--- config.mk ---
export PLATFORM = sky130hd
export DESIGN_NAME = uart_rx_frame_ctrl
export DESIGN_NICKNAME = d
export VERILOG_FILES = /design/src/rtl/uart_rx_frame_ctrl_pkg.sv /design/src/rtl/uart_rx_frame_ctrl_frame_buffer.sv /design/src/rtl/uart_rx_frame_ctrl.sv
export SDC_FILE = /design/constraint.sdc
export NUM_CORES = 1
export LEC_CHECK = 0
export CORE_UTILIZATION = 55
export CTS_BUF_LIST = sky130_fd_sc_hd__clkbuf_16
export CTS_CLUSTER_DIAMETER = 150
export DETAILED_ROUTE_END_ITERATION = 12
export HOLD_SLACK_MARGIN = 0.02
export PLACE_DENSITY = 0.73
export SLEW_MARGIN = 5
export SYNTH_ARGS = -nofsm -noshare
export SYNTH_HDL_FRONTEND = slang
export SYNTH_SLANG_ARGS = --single-unit
--- constraint.sdc ---
create_clock -name sourceClk -period 7.08 [get_ports sourceClk]
set_input_delay 1.062 -clock sourceClk [delete_from_list [all_inputs] [get_ports sourceClk]]
set_output_delay 1.062 -clock sourceClk [all_outputs]
set_load 0.005 [all_outputs]
--- src/rtl/uart_rx_frame_ctrl_pkg.sv ---
// Shared types and constants for the framed UART receive controller:
// frame FSM states, default sync marker and error-vector bit positions.
package uart_rx_frame_ctrl_pkg;

  typedef enum logic [2:0] {
    FrIdle,
    FrLength,
    FrPayload,
    FrChecksum,
    FrDeliver
  } RxFrameState;

  localparam logic [7:0] SYNC_BYTE_DEFAULT = 8'hA5;

  localparam int ERR_W       = 4;
  localparam int ERR_LEN     = 0;
  localparam int ERR_CSUM    = 1;
  localparam int ERR_TIMEOUT = 2;
  localparam int ERR_OVERRUN = 3;

  // Address width for a buffer of the given depth; never narrower than one bit.
  function automatic int addr_width(input int depth);
    return (depth > 1) ? $clog2(depth) : 1;
  endfunction

endpackage

--- src/rtl/uart_rx_frame_ctrl_frame_buffer.sv ---
// Payload store for one frame: synchronous write, registered single-cycle read.
// Contents survive reset; only the read register is cleared.
module uart_rx_frame_ctrl_frame_buffer #(
  parameter int DEPTH = 16,
  parameter int AW    = 4
) (
  input  logic          clk,
  input  logic          srst,
  input  logic          wr_en,
  input  logic [AW-1:0] wr_addr,
  input  logic [7:0]    wr_data,
  input  logic          rd_en,
  input  logic [AW-1:0] rd_addr,
  output logic [7:0]    rd_data
);

  logic [7:0] mem [DEPTH];

  always_ff @(posedge clk) begin
    if (wr_en) begin
      mem[wr_addr] <= wr_data;
    end
  end

  always_ff @(posedge clk) begin
    if (srst) begin
      rd_data <= '0;
    end else if (rd_en) begin
      rd_data <= mem[rd_addr];
    end
  end

endmodule

--- src/rtl/uart_rx_frame_ctrl.sv ---
// Framed UART receive controller: SYNC, LEN, payload[, checksum] -> byte stream.
// Define RX_FRAME_CHECKSUM_EN to require a trailing checksum byte per frame.
module uart_rx_frame_ctrl
  import uart_rx_frame_ctrl_pkg::*;
#(
  parameter int         MAX_LEN        = 16,
  parameter int         TIMEOUT_CYCLES = 100000,
  parameter logic [7:0] SYNC_BYTE      = SYNC_BYTE_DEFAULT
) (
  input  logic       sourceClk,
  input  logic       reset,
  input  logic [7:0] rx_byte,
  input  logic       rx_complete,
  output logic [7:0] out_data,
  output logic       out_valid,
  input  logic       out_ready,
  output logic       out_last,
  output logic [7:0] frame_len,
  output logic       busy,
  output logic       err_len,
  output logic       err_csum,
  output logic       err_timeout,
  output logic       err_overrun
);

  localparam int             AW        = addr_width(MAX_LEN);
  localparam int             TW        = $clog2(TIMEOUT_CYCLES + 1);
  localparam logic [TW-1:0]  TMO_LAST  = TW'(TIMEOUT_CYCLES - 1);
  localparam logic [7:0]     MAX_LEN_B = 8'(MAX_LEN);

  RxFrameState      state;
  logic [7:0]       len;
  logic [7:0]       idx;
  logic [7:0]       rd_idx;
  logic [TW-1:0]    tmo;
  logic [ERR_W-1:0] err_reg;
  logic             armed;

  logic             active;
  logic             tmo_expired;
  logic             last_rd;
  logic             rd_adv;
  logic             wr_en;
  logic             rd_en;
  logic [AW-1:0]    wr_addr;
  logic [AW-1:0]    rd_addr;

`ifdef RX_FRAME_CHECKSUM_EN
  logic [7:0]       sum;
  logic [7:0]       sum_next;
  assign sum_next = sum + rx_byte;
`endif

  // A byte arriving on the expiry cycle wins over the timeout.
  assign active      = (state == FrLength) || (state == FrPayload) || (state == FrChecksum);
  assign tmo_expired = active && !rx_complete && (tmo == TMO_LAST);

  // Read address looks one byte ahead on a handshake so the next byte is
  // ready the following cycle; it holds while stalled.
  assign last_rd = (rd_idx == len - 8'd1);
  assign rd_adv  = (state == FrDeliver) && out_valid && out_ready && !last_rd;
  assign rd_addr = rd_adv ? AW'(rd_idx + 8'd1) : AW'(rd_idx);
  assign rd_en   = (state == FrDeliver);
  assign wr_en   = (state == FrPayload) && rx_complete;
  assign wr_addr = AW'(idx);

  uart_rx_frame_ctrl_frame_buffer #(
    .DEPTH (MAX_LEN),
    .AW    (AW)
  ) u_frame_buffer (
    .clk     (sourceClk),
    .srst    (reset),
    .wr_en   (wr_en),
    .wr_addr (wr_addr),
    .wr_data (rx_byte),
    .rd_en   (rd_en),
    .rd_addr (rd_addr),
    .rd_data (out_data)
  );

  always_ff @(posedge sourceClk) begin
    if (reset) begin
      state     <= FrIdle;
      len       <= '0;
      idx       <= '0;
      rd_idx    <= '0;
      frame_len <= '0;
      out_valid <= 1'b0;
      out_last  <= 1'b0;
      err_reg   <= '0;
      tmo       <= '0;
      armed     <= 1'b0;
`ifdef RX_FRAME_CHECKSUM_EN
      sum       <= '0;
`endif
    end else begin
      armed   <= 1'b1;
      err_reg <= '0;
      tmo     <= (active && !rx_complete) ? tmo + 1'b1 : '0;
      case (state)
        FrIdle: begin
          if (rx_complete && armed && (rx_byte == SYNC_BYTE)) begin
            state <= FrLength;
          end
        end
        FrLength: begin
          if (rx_complete) begin
            if ((rx_byte == 8'd0) || (rx_byte > MAX_LEN_B)) begin
              err_reg[ERR_LEN] <= 1'b1;
              state            <= FrIdle;
            end else begin
              len   <= rx_byte;
              idx   <= '0;
              state <= FrPayload;
`ifdef RX_FRAME_CHECKSUM_EN
              sum   <= rx_byte;
`endif
            end
          end
        end
        FrPayload: begin
          if (rx_complete) begin
            idx <= idx + 8'd1;
`ifdef RX_FRAME_CHECKSUM_EN
            sum <= sum_next;
`endif
            if (idx == len - 8'd1) begin
`ifdef RX_FRAME_CHECKSUM_EN
              state     <= FrChecksum;
`else
              state     <= FrDeliver;
              rd_idx    <= '0;
              frame_len <= len;
`endif
            end
          end
        end
`ifdef RX_FRAME_CHECKSUM_EN
        FrChecksum: begin
          if (rx_complete) begin
            if (sum_next == 8'd0) begin
              state     <= FrDeliver;
              rd_idx    <= '0;
              frame_len <= len;
            end else begin
              err_reg[ERR_CSUM] <= 1'b1;
              state             <= FrIdle;
            end
          end
        end
`endif
        FrDeliver: begin
          if (rx_complete) begin
            err_reg[ERR_OVERRUN] <= 1'b1;
          end
          // First cycle in FrDeliver primes the buffer read; valid follows.
          if (!out_valid) begin
            out_valid <= 1'b1;
            out_last  <= (len == 8'd1);
          end else if (out_ready) begin
            if (last_rd) begin
              out_valid <= 1'b0;
              out_last  <= 1'b0;
              state     <= FrIdle;
            end else begin
              rd_idx   <= rd_idx + 8'd1;
              out_last <= (rd_idx + 8'd2 == len);
            end
          end
        end
        default: state <= FrIdle;
      endcase
      if (tmo_expired) begin
        err_reg[ERR_TIMEOUT] <= 1'b1;
        state                <= FrIdle;
      end
    end
  end

  assign busy        = (state != FrIdle);
  assign err_len     = err_reg[ERR_LEN];
  assign err_csum    = err_reg[ERR_CSUM];
  assign err_timeout = err_reg[ERR_TIMEOUT];
  assign err_overrun = err_reg[ERR_OVERRUN];

endmodule

==> flow_summary.rst <==
.. list-table::
   :header-rows: 1

   * - Metric
     - Value
   * - Worst clock skew
     - 0.00874 ns
   * - GPL Wtd Cong
     - 0.902
   * - Mean post-synth cell area
     - 12.3 µm²
   * - Reg clk slew, reported paths
     - 0.07 ns
   * - Via-to-Cell Ratio
     - 5.92
   * - Simple-Gate Fraction of Synth Area
     - 0.129
   * - Global-route wire length before repair
     - 29.6 mm
   * - Die height
     - 127 µm
   * - CP max FO
     - 28
   * - Cell count after synthesis
     - 698
   * - Hold Fails Final Rpt
     - 0
   * - Final routed wire length divided by cell count
     - 19.6 µm
   * - Post-route DRC violation count
     - 0
   * - Initial core utilization
     - 0.564
   * - Total Routed Length
     - 18.6 mm
   * - Diode count
     - 0
   * - Headroom to the max-slew limit
     - 0.185
   * - Overall global routing resource usage
     - 0.246
   * - Hold Path Class
     - flop to flop
   * - Cell-by-cell listing of the critical path
     - inv_1 -> ha_1 -> o21bai_1 -> a211o_1 -> a31o_1 -> a211o_1 -> a32oi_4 -> buf_4 -> mux2i_1 -> a22oi_1 -> a21oi_1 -> nor4_2
   * - Post-Route Setup TNS
     - 0 ns
   * - Via count of the first global-routing pass
     - 5560
   * - Maximum achievable frequency
     - 0.232 GHz
   * - Post-synthesis mux area share
     - 0.0872
   * - Delay of the slowest cell on the worst path
     - 0.87 ns
   * - Number of max-slew violations in the final report
     - 0
   * - Async set or reset register ratio after synthesis
     - 0
   * - Post-synthesis compound-gate area fraction
     - 0.0820
   * - Net count of the finished layout
     - 743
   * - Maximum capacitance violations
     - 0
   * - Parity-gate share of the synthesized area counting xor and xnor cells
     - 0.0576
   * - Buffer count from post-CTS setup fixing
     - 0
   * - Most numerous cell on the critical path
     - a211o_1
   * - Critical path buffers and inverters
     - 2
   * - Area added between synthesis and finish
     - 12.4%
   * - Dpl cells
     - 914
   * - Synth Flop Type
     - edfxtp_1
   * - Leftover overflow at the end of global routing
     - 0
   * - Most common cell after layout, fill and taps aside
     - edfxtp_1
   * - Portion of the post-synthesis area used by sequential elements
     - 0.600
   * - # hold bufs at CTS
     - 0
   * - Biggest regs
     - u_frame_buffer.mem x128, tmo x17
   * - Leakage power of the design
     - 0.00367 µW
   * - I/O pin count
     - 35
   * - Fraction of final layout cells with drive strength greater than 1
     - 0.0857
   * - TritonRoute pass-1 iters
     - 4
   * - Yosys warning total
     - 0
   * - Clock sink count
     - 194
   * - 1st-iter DRT viols
     - 349
   * - Kind of end point of the critical path
     - flop
   * - Maximum clock path buffer count
     - 2
   * - Buffers on Ports
     - 33
   * - Area of the core
     - 15300 µm²
   * - Master cell of the clock root buffer
     - clkbuf_16
   * - Antenna violations before repair
     - 0
   * - Largest delay contributor family on the critical path
     - compound AO/OA/AOI/OAI gates
   * - IR Drop Worst-Case VDD
     - 0.159 mV
   * - Number of setup violations in the final report
     - 0
   * - Post-synth EDFFs
     - 128
   * - Slowest CP cell
     - a32oi_4
   * - Area of the die
     - 16200 µm²
   * - Clock period minus worst slack
     - 4.32 ns
   * - Synthesized-area fraction occupied by adder cells
     - 0.0131
   * - Number of different library cells in the post-synthesis netlist
     - 62
   * - Required time of the critical path
     - 7.39 ns
   * - Remaining antenna violation count
     - 0
   * - RSZ-0062 raised after global routing
     - false
   * - Number of flip-flops under the largest register name
     - 128
   * - Register bank with the most flops
     - u_frame_buffer.mem
   * - PD cells
     - 222 nW/µm²
   * - Element type at the critical path start
     - flop
   * - Slew at the pin closest to its max-slew limit
     - 1.21 ns
   * - Syn Nets
     - 719
   * - Post-cts repair resize count
     - 0
   * - Share of the cycle needed by the critical path after routing
     - 0.610
   * - Via count
     - 5601
   * - Combinational family with the most area after synthesis
     - simple AND/OR/NAND/NOR gates
   * - CTS Buf Count
     - 17
   * - Std-Cell Rows
     - 45
   * - Width of the die
     - 127 µm
   * - Hold slack
     - 0.478 ns
   * - Non-Filler Instances
     - 946
   * - Data arrival time of the critical path
     - 4.63 ns
   * - Clk Latency, worst-skew pair
     - 0.43 ns
   * - Result of the run
     - complete, no violations
   * - Number of H-tree levels
     - 4
   * - Synthesized cell area
     - 8610 µm²
   * - Largest net degree at the start of global routing
     - 29
   * - CP Class
     - flop to flop
   * - Post-DP HPWL
     - 12.2 mm
   * - Total of fill cells in the finished design
     - 1172
   * - Flip-flop and latch count after synthesis
     - 194
   * - Clock tree from TritonCTS
     - done
   * - Leading cell types in the layout, fill and taps excluded
     - edfxtp_1, nor2_1, mux2i_1
## report_power, final
| group | switching [µW] | internal, µW | leakage [µW] |
|---|---|---|---|
| logic | 22.2 | 7.92 | 0.00171 |
| registers | 0.0961 | 1200 | 0.00168 |
| clock network | 435 | 482 | 0.000280 |
## worst reg2reg max path, cell delays in order (launching register included)
cell	delay [ns]
dfxtp_1	0.50
inv_1	0.13
ha_1	0.33
o21bai_1	0.21
a211o_1	0.31
a31o_1	0.20
a211o_1	0.33
a32oi_4	0.87
buf_4	0.59
mux2i_1	0.26
a22oi_1	0.10
a21oi_1	0.30
nor4_2	0.08
## final timing paths
| kind | depth (start not counted) | slack, ns | to | start |
|---|---|---|---|---|
| worst max register to register | 12 | 2.76 | u_frame_buffer.rd_data[0]$_SDFFE_PP0P_ | len[1]$_SDFFE_PP0P_ |
| worst min register to register | 1 | 0.48 | tmo[0]$_SDFF_PP0_ | tmo[0]$_SDFF_PP0_ |
| worst max-delay path | 12 | 2.76 | u_frame_buffer.rd_data[0]$_SDFFE_PP0P_ | len[1]$_SDFFE_PP0P_ |
| worst min-delay path | 1 | 0.48 | tmo[0]$_SDFF_PP0_ | tmo[0]$_SDFF_PP0_ |
## through the flow
step	setup WS, ns	total power (µW)	area [µm²]	utilization
after floorplan	3.87	1240	8610	-
after CTS	2.77	2160	9670	0.633
after global routing	2.46	2210	9670	0.634
after global placement	2.68	1260	9090	0.596
final	2.76	2150	9670	0.634
after detailed placement	2.64	1260	9090	0.596
## cells in the mapped netlist, types with 5 or more instances
library cell	n	area, µm²
a21oi_1	32	160
a22oi_1	33	248
and3_1	12	75.1
buf_2	6	30.0
buf_6	5	56.3
clkbuf_1	21	78.8
dfxtp_1	66	1320
edfxtp_1	128	3840
ha_1	9	113
inv_1	10	37.5
mux2i_1	75	751
nand2_1	24	90.1
nand2b_1	6	37.5
nand3_1	22	110
nand4_1	11	68.8
nor2_1	86	323
nor3_1	13	65.1
nor4_1	6	37.5
nor4_2	9	113
o21ai_0	8	40.0
or3_1	5	31.3
xnor2_1	23	201
xor2_1	31	272
## cell families after synthesis
family | after synthesis
AND/OR/NAND/NOR | 214
flip-flops | 194
other | 1
XOR/XNOR | 55
AO/OA/AOI/OAI | 100
adder cells (fa/ha/maj) | 9
buffers and inverters | 50
multiplexers | 75
## area by class of cell
cell class	instances	area, µm²	share of cell area
Clock buffer	18	450	0.0466
Clock inverter	14	123	0.0127
Inverter	11	41.3	0.00427
Multi-Input combinational cell	454	3210	0.332
Sequential cell	194	5160	0.534
Tap cell	211	264	0.0273
Timing Repair Buffer	44	413	0.0427
## per-layer routing
metal / wire length, µm / vias to the layer above / global-route usage
li1: - / 2635 / -
met1: 7970 / 2764 / 0.305
met2: 9370 / 173 / 0.428
met3: 840 / 29 / 0.0406
met4: 377 / 0 / 0.0994
met5: 0 / - / 0
Power figures use the tool's default switching activity.
